`src/rtl/hazard_ctrl.sv`:
```
// Pipeline sequencing controller: per-cycle PC / pipeline-latch load, hold and
// bubble decisions, halt drain sequencing and saturating stall/flush counters.
module hazard_ctrl #(
    parameter int CNT_W = 16
) (
    input  logic             CLK,
    input  logic             RST,
    input  logic             ihit,
    input  logic             dhit,
    input  logic [4:0]       ifid_rs,
    input  logic [4:0]       ifid_rt,
    input  logic             idex_dREN,
    input  logic [4:0]       idex_rt,
    input  logic             ex_redirect,
    input  logic             exmem_dREN,
    input  logic             exmem_dWEN,
    input  logic             exmem_halt,
    output logic             pc_en,
    output logic             pc_redirect,
    output logic             ifid_en,
    output logic             idex_en,
    output logic             exmem_en,
    output logic             memwb_en,
    output logic             ifid_flush,
    output logic             idex_flush,
    output logic             exmem_flush,
    output logic             memwb_flush,
    output logic             halt,
    output logic [CNT_W-1:0] stall_cnt,
    output logic [CNT_W-1:0] flush_cnt,
    output logic [1:0]       state
);

    typedef enum logic [1:0] {
        S_RUN     = 2'd0,
        S_MEMWAIT = 2'd1,
        S_DRAIN   = 2'd2,
        S_HALTED  = 2'd3
    } state_e;

    localparam logic [CNT_W-1:0] CNT_ONE = CNT_W'(1);
    localparam logic [CNT_W-1:0] CNT_MAX = '1;

    state_e            state_q;
    logic              halt_q;
    logic [CNT_W-1:0]  stall_cnt_q, stall_cnt_d;
    logic [CNT_W-1:0]  flush_cnt_q, flush_cnt_d;

    logic dwait;
    logic loaduse;
    logic stall_inc;
    logic flush_inc;

    assign dwait   = (exmem_dREN | exmem_dWEN) & ~dhit;
    assign loaduse = idex_dREN & (idex_rt != 5'd0) &
                     ((idex_rt == ifid_rs) | (idex_rt == ifid_rt));

    // Priority decision table; the first matching hazard owns the cycle.
    always_comb begin
        // NOTE: every output gets a default before the case so no path leaves a latch.
        pc_en       = 1'b1;
        pc_redirect = 1'b0;
        ifid_en     = 1'b1;
        idex_en     = 1'b1;
        exmem_en    = 1'b1;
        memwb_en    = 1'b1;
        ifid_flush  = 1'b0;
        idex_flush  = 1'b0;
        exmem_flush = 1'b0;
        memwb_flush = 1'b0;
        stall_inc   = 1'b0;
        flush_inc   = 1'b0;

        if (RST) begin
            pc_en       = 1'b0;
            ifid_flush  = 1'b1;
            idex_flush  = 1'b1;
            exmem_flush = 1'b1;
            memwb_flush = 1'b1;
        end else begin
            unique case (state_q)
                S_RUN, S_MEMWAIT: begin
                    if (dwait) begin
                        pc_en       = 1'b0;
                        ifid_en     = 1'b0;
                        idex_en     = 1'b0;
                        exmem_en    = 1'b0;
                        memwb_flush = 1'b1;
                        stall_inc   = 1'b1;
                    end else if (exmem_halt) begin
                        // Halt stall is the start of the drain, not a hazard stall.
                        pc_en       = 1'b0;
                        ifid_flush  = 1'b1;
                        idex_flush  = 1'b1;
                        exmem_flush = 1'b1;
                    end else if (ex_redirect) begin
                        pc_redirect = 1'b1;
                        ifid_flush  = 1'b1;
                        idex_flush  = 1'b1;
                        flush_inc   = 1'b1;
                    end else if (loaduse) begin
                        pc_en      = 1'b0;
                        ifid_en    = 1'b0;
                        idex_flush = 1'b1;
                        stall_inc  = 1'b1;
                    end else if (!ihit) begin
                        pc_en      = 1'b0;
                        ifid_flush = 1'b1;
                        stall_inc  = 1'b1;
                    end
                end
                S_DRAIN: begin
                    pc_en       = 1'b0;
                    ifid_flush  = 1'b1;
                    idex_flush  = 1'b1;
                    exmem_flush = 1'b1;
                    memwb_flush = 1'b1;
                end
                S_HALTED: begin
                    pc_en    = 1'b0;
                    ifid_en  = 1'b0;
                    idex_en  = 1'b0;
                    exmem_en = 1'b0;
                    memwb_en = 1'b0;
                end
                default: ;
            endcase
        end
    end

    always_comb begin
        stall_cnt_d = stall_cnt_q;
        flush_cnt_d = flush_cnt_q;
        if (stall_inc && (stall_cnt_q != CNT_MAX)) stall_cnt_d = stall_cnt_q + CNT_ONE;
        if (flush_inc && (flush_cnt_q != CNT_MAX)) flush_cnt_d = flush_cnt_q + CNT_ONE;
    end

    // NOTE: registered state uses non-blocking assignments so every flop samples pre-edge values.
    always_ff @(posedge CLK) begin
        if (RST) begin
            state_q     <= S_RUN;
            halt_q      <= 1'b0;
            stall_cnt_q <= '0;
            flush_cnt_q <= '0;
        end else begin
            stall_cnt_q <= stall_cnt_d;
            flush_cnt_q <= flush_cnt_d;
            unique case (state_q)
                S_RUN, S_MEMWAIT: begin
                    if (dwait)           state_q <= S_MEMWAIT;
                    else if (exmem_halt) state_q <= S_DRAIN;
                    else                 state_q <= S_RUN;
                end
                S_DRAIN: begin
                    state_q <= S_HALTED;
                    halt_q  <= 1'b1;
                end
                S_HALTED: state_q <= S_HALTED;
                default:  state_q <= S_RUN;
            endcase
        end
    end

    assign halt      = halt_q;
    assign stall_cnt = stall_cnt_q;
    assign flush_cnt = flush_cnt_q;
    assign state     = state_q;

endmodule

```
`config.mk`:
```
export PLATFORM = sky130hd
export DESIGN_NAME = hazard_ctrl
export DESIGN_NICKNAME = d
export VERILOG_FILES = /design/src/rtl/hazard_ctrl.sv
export SDC_FILE = /design/constraint.sdc
export NUM_CORES = 1
export LEC_CHECK = 0
export ABC_AREA = 1
export CAP_MARGIN = 20
export CORE_ASPECT_RATIO = 2
export CORE_UTILIZATION = 43
export CTS_BUF_LIST = sky130_fd_sc_hd__clkbuf_8
export DETAILED_ROUTE_END_ITERATION = 16
export GPL_ROUTABILITY_DRIVEN = 0
export HOLD_SLACK_MARGIN = 0.08
export PLACE_DENSITY = 0.78
export SYNTH_ARGS = -nofsm -noshare
export SYNTH_HDL_FRONTEND = slang
export SYNTH_SLANG_ARGS = --single-unit
```
`constraint.sdc`:
```
create_clock -name CLK -period 1.6 [get_ports CLK]
set_clock_uncertainty 0.15 [all_clocks]
set_input_delay 0.32 -clock CLK [delete_from_list [all_inputs] [get_ports CLK]]
set_output_delay 0.32 -clock CLK [all_outputs]
set_load 0.01 [all_outputs]
```
==> summary.txt, run 1 <==
DP Worst Slack: -1000 ps
Primary FF master, synth: dfxtp_1
Largest net degree at the start of global routing: 20
Top-count cell post-synth: nand2_1
Bufs on Longest Clock Path: 2
Largest cells by area after synthesis: dfxtp_1 (33%), nand2_1 (12%), a21oi_1 (7.3%), nand3_1 (7.3%), inv_1 (6.2%)
# hold bufs at CTS: 0
HPWL after DPL: 5630 um
Post-Syn Instances: 310
GRT Util Overall: 63.9%
H-tree depth: 2
Seq cells post-synth: 35
Cell taking the most area after synthesis: dfxtp_1
Most common library cells after synthesis: nand2_1 (70), dfxtp_1 (35), inv_1 (35)
Synth async-reset ratio: 0%
Clk sink count: 35
Syn nets: 336
Die Width: 51.6 um
Rows: 35
Yosys warnings: 0
Port bufs: 68
Initial Util: 45.2%
Total gr overflow: 18
Netlist Area Pre-Place: 0.00212 mm^2
Sequential area share after synthesis: 33.1%
Status: aborted with a tool error
Worst endpoint type: register input
Post-synth EDFFs: 0
CTS buffer count: 5
Worst_ep grt: flush_cnt[8]$_SDFFE_PP0P_/D
Avg Inst Size Synth: 6.83 um^2
DIE HEIGHT: 101 um
Tool error: [ERROR GRT-0232] Routing congestion too high. Check the congestion heatmap in the GUI.
Halt Stage: global routing (5_1_grt)
Synth unique cells: 37
Synth top area share: 33.1%
Root Driver: clkbuf_8
# IOs: 69
## what timing repair did
item / 4_1_cts
gates resized for setup: 246
setup buffers: 10
cloned: 3
endpoints found under the setup margin: 77
pin swaps: 50
## cell families after synthesis
logic type,Yosys count,share of synthesized area (%)
simple gates,162,37.4
compound gates,47,12.0
buf+inv,47,9.28
flops,35,33.1
xor+xnor,17,7.03
fa+ha+maj,2,1.18
## stage by stage
stage	std cells	area (um^2)	util, %
floorplan	310	2190	-
global placement	508	3540	75.5
detailed placement	508	3540	75.5
CTS	529	3970	84.8
## layer usage
| layer | track usage [%] | GRT overflow |
|---|---|---|
| met2 | 90.7 | 12 |
| met3 | 41.6 | 0 |
| met1 | 56.3 | 0 |
| met4 | 67.8 | 6 |
| met5 | 8.33 | 0 |
==> inputs of run 2 (changes only) <==
==> config.mk (replaced) <==
export PLATFORM = sky130hd
export DESIGN_NAME = hazard_ctrl
export DESIGN_NICKNAME = d
export VERILOG_FILES = /design/src/rtl/hazard_ctrl.sv
export SDC_FILE = /design/constraint.sdc
export NUM_CORES = 1
export LEC_CHECK = 0
export ABC_AREA = 1
export CAP_MARGIN = 20
export CORE_UTILIZATION = 35
export DETAILED_ROUTE_END_ITERATION = 16
export GPL_ROUTABILITY_DRIVEN = 0
export PLACE_DENSITY_LB_ADDON = 0.15
export SYNTH_ARGS = -nofsm -noshare
export SYNTH_HDL_FRONTEND = slang
export SYNTH_SLANG_ARGS = --single-unit
==> constraint.sdc (replaced) <==
create_clock -name CLK -period 2.1 [get_ports CLK]
set_clock_uncertainty 0.15 [all_clocks]
set_input_delay 0.42 -clock CLK [delete_from_list [all_inputs] [get_ports CLK]]
set_output_delay 0.42 -clock CLK [all_outputs]
set_load 0.01 [all_outputs]
==> run 2 against run 1 <==
Compared with the run above:
- the flow now finishes without violations
- synthesized area did not move
- synthesized cell count did not move
==> summary.txt, run 2 <==
Status: finished, final reports clean
Worst reg2reg setup slack: 140 ps
CTS tree: yes
Minimum clock period: 2030 ps
Primary FF master, synth: dfxtp_1
Max-cap viol count: 0
Most frequent cells in the layout: nand2_1 (66), buf_4 (38), clkdlybuf4s50_1 (37), dfxtp_1 (35)
Netlist Area Pre-Place: 0.00212 mm^2 (unchanged)
Synth top area share: 33.1% (unchanged)
Hold Vio Cnt, Final: 0
Clk sink count: 35 (unchanged)
HPWL after DPL: 4050 um (-28%)
Clock transition at the registers of the reported paths: 70 ps
Psw: 390 uW
H-tree depth: 2 (unchanged)
Vias in the first global route: 2082
Worst skew pair latency: 290 ps
Yosys warnings: 0 (unchanged)
Adder-Cell Fraction of Synth Area: 1.18% (unchanged)
Final setup margin: 69.2 ps
Min-Delay Path Class: reg2reg
Final-stage net count: 442
Normalized max-slew margin: 76.3%
Worst setup path category: in2out
RSZ-0062 raised after global routing: true
Die Width: 79.8 um (+55%)
Wirelength per Cell: 11.0 um
Xor-xnor portion of the synthesized cell area: 7.03% (unchanged)
Die area: 0.00636 mm^2
Comb power frac: 16.8%
Metal1 wirelength: 2520 um
Final ANT Viol Nets: 0
Crit path DAT: 1460 ps
CTS buffer count: 5 (unchanged)
GRT Util Overall: 17.5%
Leakage: 1.36 nW
Drt via density: 4.69
Iteration-0 DRC Markers: 82
WP data required: 1530 ps
Synth Area in Simple Gates: 37.4% (unchanged)
Antenna diodes: 0
Worst-path maximum fanout: 2
Avg Inst Size Synth: 6.83 um^2 (unchanged)
Met3 wire length: 191 um
Clock power share: 37.6%
Main combinational cell family by area after synthesis: simple AND/OR/NAND/NOR gates
Pwr/cell area: 458 mW/mm^2
DIE HEIGHT: 79.8 um (-21%)
Syn nets: 336 (unchanged)
Synth async-reset ratio: 0% (unchanged)
Post-Syn Instances: 310 (unchanged)
P_int: 1.10 mW
DR top layer: met4
Vias: 2291
Pre-Repair DR Iteration Count: 4
DP Worst Slack: -629 ps (+372 ps)
# IOs: 69 (unchanged)
Total gr overflow: 0
Synth unique cells: 37 (unchanged)
Final std cells w/o fill: 489
Fmax: 0.492 GHz
DRC: 0
Overall Power: 1.48 mW
Startpoint type of the worst setup path: input port
Post-synth EDFFs: 0 (unchanged)
Pins Over Slew Limit: 0
Rows: 27 (-23%)
Port bufs: 68 (unchanged)
Most common library cells after synthesis: nand2_1 (70), dfxtp_1 (35), inv_1 (35)
Top-count cell post-synth: nand2_1
WL met2: 2600 um
Largest net degree at the start of global routing: 18
Sw frac: 26.2%
Core ar.: 0.00568 mm^2
Post-synthesis compound-gate area fraction: 12.0% (unchanged)
Fill cells: 563
Inst Count DP: 478 (-5.9%)
Bufs on Longest Clock Path: 2 (unchanged)
Largest cells by area after synthesis: dfxtp_1 (33%), nand2_1 (12%), a21oi_1 (7.3%), nand3_1 (7.3%), inv_1 (6.2%)
Actual slew at the worst max-slew pin: 352 ps
Area growth, synth to finish: 53.3%
Initial Util: 37.3% (-7.9 points)
CP endpoint kind: output pin
Multiplexer area fraction after synthesis: 0% (unchanged)
Sequential power share: 45.6%
Cell taking the most area after synthesis: dfxtp_1
Final period util: 96.7%
Peak supply drop: 236 uV
First-pass GRT wire length: 8850 um
Final setup viols: 0
Final WL: 5400 um
Most common cell after layout, fill and taps aside: nand2_1
Sequential area share after synthesis: 33.1% (unchanged)
Seq cells post-synth: 35 (unchanged)
Root Driver: clkbuf_8
Layout cells sized above 1: 23.5%
Initial antenna violation count: 0
run 2: logic make-up (layout without fill, tap and decap cells):
group	after synthesis	count (layout)
AOI/OAI and AO/OA	47	47
xor gates and xnor gates	17	17
adders and majority gates	2	2
buffers and inverters	47	154
DFF	35	35
and+or+nand+nor	162	162
run 2: power by group through the flow:
stage | sequential [mW] | combinational (mW) | clock [mW]
global route | 0.678 | 0.272 | 0.599
floorplan | 0.697 | 0.100 | 0
finish | 0.677 | 0.250 | 0.558
global placement | 0.691 | 0.250 | 0
CTS | 0.676 | 0.247 | 0.573
detailed placement | 0.691 | 0.251 | 0
run 2: path summary, 6_finish.rpt:
check | start | endpoint | depth (start not counted)
hold / removal | flush_cnt[4] | flush_cnt[4] | 2
hold reg to reg | flush_cnt[4] | flush_cnt[4] | 2
setup / recovery | exmem_dREN | ifid_flush | 8
setup reg to reg | flush_cnt[0] | flush_cnt[5] | 10
run 2: metrics by stage:
step | cell area [um^2] | util, % | hold slack (ps) | TNS, ps
3_5_place_dp | 3110 | 54.8 | 305 | -15560
3_3_place_gp | 3110 | 54.8 | 297 | -15150
4_1_cts | 3230 | 56.9 | 324 | 0
5_1_grt | 3240 | 57.2 | 339 | -46.0
2_1_floorplan | 2120 | - | 329 | 0
6_report | 3240 | 57.2 | 321 | 0
run 2: timing repair:
action,in CTS,in global routing
setup buffers,3,0
hold buffers,0,0
pin swaps,10,7
setup endpoints to repair,32,13
endpoints found under the hold margin,0,0
resized for setup,72,16
run 2: final cells by class:
type                            count  area [um^2]  share of cell area, %
Inverter                           39          146                   4.51
Sequential cell                    35          701                   21.6
Tap cell                           72         90.1                   2.78
Multi-Input combinational cell    228         1280                   39.5
Clock buffer                        7         96.3                   2.97
Timing Repair Buffer              107          922                   28.4
Clock inverter                      1         7.51                  0.231
run 2: worst max-delay path: stages:
cell           delay (ps)
dlygate4sd2_1         260
o21bai_4              160
inv_2                  50
o21ai_2               140
buf_4                 130
nand2_2                60
a21oi_2                90
buf_2                 140
run 2: per-layer routing:
layer  GRT usage, %  up-vias
met4           6.07        0
met5              0        -
li1               -     1225
met2           32.0       41
met3           3.43        9
met1           20.0     1016
No activity file was read; power rests on OpenSTA's default activity.
